File: config.mk
export PLATFORM = sky130hd
export DESIGN_NAME = reg_bank_wid
export DESIGN_NICKNAME = d
export VERILOG_FILES = /design/src/rtl/reg_bank_wid.sv
export SDC_FILE = /design/constraint.sdc
export NUM_CORES = 1
export LEC_CHECK = 0
export ABC_AREA = 1
export CORE_MARGIN = 3
export CORE_UTILIZATION = 30
export CTS_CLUSTER_SIZE = 16
export DETAILED_ROUTE_END_ITERATION = 16
export PLACE_DENSITY = 0.5
export REMOVE_ABC_BUFFERS = 1
export SLEW_MARGIN = 20
export SYNTH_ARGS = -nofsm -noshare
export SYNTH_HDL_FRONTEND = slang
export SYNTH_SLANG_ARGS = --single-unit
File: constraint.sdc
create_clock -name Clk -period 6.7 [get_ports Clk]
set_input_delay 1.34 -clock Clk [delete_from_list [all_inputs] [get_ports Clk]]
set_output_delay 1.34 -clock Clk [all_outputs]
set_load 0.02 [all_outputs]
File: src/rtl/reg_bank_wid.sv
// reg_bank_wid: bank of DEPTH registers with bus write, step inc/dec, wrap or saturate, sticky overflow
// Ports:
//   Clk, Rst        rising-edge clock, synchronous active-high reset
//   WEN/WSel/BusOut write port: loads BusOut into reg[WSel], clears ovf[WSel]
//   INC/DEC/ISel    step port: reg[ISel] +/- STEP (both high = no-op)
//   RSel/dout       combinational read port, out-of-range select reads 0
//   ClrOvf          clears all sticky overflow flags
//   ovf             per-register sticky overflow flags
module reg_bank_wid #(
    parameter int WIDTH    = 8,
    parameter int DEPTH    = 4,
    parameter int STEP     = 1,
    parameter int SATURATE = 0,
    parameter int SELW     = $clog2(DEPTH)
) (
    input  logic             Clk,
    input  logic             Rst,
    input  logic             WEN,
    input  logic [SELW-1:0]  WSel,
    input  logic [WIDTH-1:0] BusOut,
    input  logic             INC,
    input  logic             DEC,
    input  logic [SELW-1:0]  ISel,
    input  logic [SELW-1:0]  RSel,
    input  logic             ClrOvf,
    output logic [WIDTH-1:0] dout,
    output logic [DEPTH-1:0] ovf
);
    localparam logic [WIDTH:0] STEP_X = (WIDTH+1)'(STEP);
    localparam logic [SELW:0]  DEPTH_X = (SELW+1)'(DEPTH);

    logic [WIDTH-1:0] regs [DEPTH];
    logic             wr_ok, step_ok, step_ovf;
    logic [WIDTH:0]   step_raw;
    logic [WIDTH-1:0] step_val;

    assign wr_ok = WEN && ({1'b0, WSel} < DEPTH_X);
    // A write to the same register wins over the step; INC and DEC together cancel.
    assign step_ok = (INC ^ DEC) && ({1'b0, ISel} < DEPTH_X) && !(wr_ok && WSel == ISel);
    // Bit WIDTH of the extended result is the carry (INC) or borrow (DEC).
    assign step_raw = INC ? {1'b0, regs[ISel]} + STEP_X : {1'b0, regs[ISel]} - STEP_X;
    assign step_ovf = step_raw[WIDTH];
    assign step_val = (step_ovf && SATURATE != 0) ? (INC ? '1 : '0) : step_raw[WIDTH-1:0];
    assign dout = ({1'b0, RSel} < DEPTH_X) ? regs[RSel] : '0;

    always_ff @(posedge Clk) begin
        if (Rst) begin
            for (int i = 0; i < DEPTH; i++) regs[i] <= '0;
            ovf <= '0;
        end else begin
            if (ClrOvf) ovf <= '0;
            if (step_ok) begin
                regs[ISel] <= step_val;
                if (step_ovf) ovf[ISel] <= 1'b1;
            end
            if (wr_ok) begin
                regs[WSel] <= BusOut;
                ovf[WSel]  <= 1'b0;
            end
        end
    end
endmodule

==> flow_summary_export.csv <==
group,metric,value,unit
timing,fin_tns_setup,0,ns
placed_design,gp_congestion,0.861,
layout,fin_util,0.383,
setup_path,endpoint_kind,"primary output",
route,drt_iter0_drc,149,
layout,fillers,835,
clock_network,clock_latency,0.29,ns
synth,syn_inst,309,
clock_network,cts-root-buf,"clkbuf_8",
power,leakage,1.24,nW
flow_run,cap_violations,0,
setup_path,worstSetupPathType,"input pin to primary output",
setup_path,required,5.36,ns
route,vias,2378,
route,viasPerCell,5.36,
synth,yosysSeqAreaShare,0.408,
route,route.detailed.drc,0,
layout,antennaDiodeCount,0,
timing,worstMarginPinSlew,0.766,ns
min_path,worstHoldEndpoint,"ovf[3]$_SDFF_PP0_",
route,antenna_left,0,
power,switching_share,0.315,
floorplanning,core,7970,um^2
clock_network,clock_sinks,36,
synth,synth_seq_cells,36,
power,power.total,0.633,mW
global_routing,grt_pass1_wl,12.3,mm
power,power_density,208,nW/um^2
timing,finClkSkew,0.00599,ns
placed_design,post-dp-hpwl,5.61,mm
floorplanning,start_util,0.320,
synth,yosysTopAreaCell,"edfxtp_1",
floorplanning,io_pins,32,
timing,finalCritPeriodShare,0.744,
clock_network,cts_resized,0,
synth,synth_area,2550,um^2
global_routing,first_global_vias,2274,
synth,synthTopCellsByArea,"edfxtp_1 38%, nand2_1 9.0%, nand3_1 7.3%",
clock_network,cts_inserted_buffers,5,
floorplanning,fp.dieW,98.2,um
clock_network,cts_setup_buffers,0,
power,p_seq_frac,0.429,
clock_network,cts_tree,"yes",
global_routing,antenna_found_initial,0,
floorplanning,dieHeight,98.2,um
setup_path,rr_startpoint,"regs[0][1]$_DFFE_PP_",
run_status,outcome,"finished, final reports clean",
route,routed_wl,7.73,mm
setup_path,ff2ff_path_depth,9,
global_routing,grt_usage,0.164,
global_routing,overflow,0,
placed_design,port_buffers,31,
clock_network,cts_max_level,2,
layout,ff_latch_area,1040,um^2
layout,synthToLayoutAreaGrowth,19.6,%
global_routing,grt_max_degree,20,
power,p_comb_frac,0.264,
power,pwr-share-clk,0.307,
timing,relSlewSlack,0.488,
route,dr.pass1.iters,4,
layout,multi_input_area,1330,um^2
setup_path,r2r_slack,4.32,ns
floorplanning,rows,32,
setup_path,crit_path_start_kind,"input pin",
timing,hold_viol_final,0,
clock_network,path_clk_slew,0.07,ns
synth,ys_types,31,
min_path,hold_path.class,"register to register",
power,ir_drop,85.3,uV
timing,min_period,4.98,ns
clock_network,cts_hold_buf,0,
power,p_switching,0.199,mW
min_path,hold_depth,2,
power,p_int,0.434,mW
synth,ys_warn_count,0,
synth,avgSynthCellArea,8.25,um^2
timing,rsz0062_at_grt,"no",
setup_path,cp_data_arrival_time,3.64,ns
timing,slew_viol_final,0,
floorplanning,dieArea,9640,um^2
route,routedWlPerCell,17.4,um
timing,setup_viol,0,
synth,synth_top_area_frac,0.377,
timing,fmax,0.201,GHz
layout,drive_gt1_frac,0.108,
setup_path,worstReg2RegEnd,"regs[1][6]$_DFFE_PP_",
setup_path,critPathMaxFanout,17,
min_path,hold_path_startpoint,"ovf[3]$_SDFF_PP0_",
layout,finalNetCount,369,
clock_network,cts_max_path_buffers,2,
power by group through the flow:
| stage | registers [mW] | logic [mW] | clock network, mW |
|---|---|---|---|
| floorplan | 0.275 | 0.104 | 0 |
| global placement | 0.277 | 0.167 | 0 |
| detailed placement | 0.277 | 0.167 | 0 |
| CTS | 0.272 | 0.168 | 0.194 |
| global route | 0.274 | 0.185 | 0.204 |
| finish | 0.272 | 0.167 | 0.194 |
layer usage:
metal / vias up / track usage / share of wire
met4: 0 / 0.0410 / 0.013
met1: 1131 / 0.227 / 0.46
li1: 1161 / - / -
met5: - / 0 / 0
met3: 7 / 0.0314 / 0.060
met2: 79 / 0.264 / 0.47
state kept, by name, indices dropped and copies added (netlist names):
signal,flops
ovf,4
regs,32
synthesized netlist by cell type:
cell type   n
nor2_4      2
or2_2       2
nor3_4      1
nand3_2     4
inv_2       1
nand4_2     1
inv_4       1
o22ai_1    20
nand2_2     5
a21oi_1     4
nand3_1    37
nor3_2      1
o21ai_0    25
o21bai_1    1
xor2_1      2
ha_1        7
a22oi_1     6
a31oi_1     2
nor2_1     22
clkbuf_1    4
edfxtp_1   32
nand4_1     8
inv_1      30
o21ai_1     9
fa_1        1
nor3_1      2
xor2_2      1
buf_6       4
dfxtp_1     4
nand2_1    61
nand2_4     9
cell type report:
| class | count | share of cell area |
|---|---|---|
| Clock buffer | 6 | 0.0238 |
| Sequential cell | 36 | 0.341 |
| Multi-Input combinational cell | 233 | 0.435 |
| Clock inverter | 2 | 0.0115 |
| Timing Repair Buffer | 33 | 0.107 |
| Tap cell | 102 | 0.0419 |
| Inverter | 32 | 0.0402 |
worst max-delay path: stages:
cell             delay [ns]
clkdlybuf4s50_1        0.74
inv_1                  0.58
o21ai_0                0.15
o22ai_1                0.19
clkdlybuf4s50_1        0.64
how the worst max path moves through the flow:
stage	end	depth (start not counted)	start	slack (ns)
floorplan	dout[0]	3	RSel[0]	3.34
global placement	dout[3]	5	RSel[0]	1.76
detailed placement	dout[3]	5	RSel[0]	1.71
CTS	dout[3]	5	RSel[0]	1.71
global route	dout[3]	5	RSel[0]	1.59
finish	dout[3]	5	RSel[0]	1.72
cell usage in the layout, fill, tap and decap left out, drive strengths merged:
master | netlist | routed
o22ai | 20 | 20
nand4 | 9 | 9
a22oi | 6 | 6
nor3 | 4 | 4
clkinv | 0 | 1
clkbuf | 4 | 6
nand3 | 41 | 41
nand2 | 75 | 75
o21bai | 1 | 1
edfxtp | 32 | 32
a31oi | 2 | 2
or2 | 2 | 2
buf | 4 | 2
xor2 | 3 | 3
nor2 | 24 | 24
clkdlybuf4s50 | 0 | 31
inv | 32 | 32
ha | 7 | 7
fa | 1 | 1
a21oi | 4 | 4
dfxtp | 4 | 4
o21ai | 34 | 34
bufinv | 0 | 1
kinds of logic (layout without fill, tap and decap cells):
group                    count (synthesis)  in the layout  synth area share
buffers and inverters                   40             73            0.0717
flip-flops                              36             36             0.408
AO/OA/AOI/OAI                           67             67             0.149
AND/OR/NAND/NOR                        155            155             0.315
XOR/XNOR                                 3              3            0.0133
adder cells (fa/ha/maj)                  8              8            0.0422
metrics by stage:
| step | hold slack [ns] | cells | setup slack (ns) | instance area (um^2) |
|---|---|---|---|---|
| floorplan | 0.537 | 301 | 3.34 | 2490 |
| detailed placement | 0.461 | 436 | 1.71 | 2940 |
| global placement | 0.462 | 436 | 1.76 | 2940 |
| finish | 0.470 | 444 | 1.72 | 3050 |
| global route | 0.509 | 444 | 1.59 | 3050 |
| CTS | 0.480 | 444 | 1.71 | 3050 |
(Power assumes the default switching activity.)
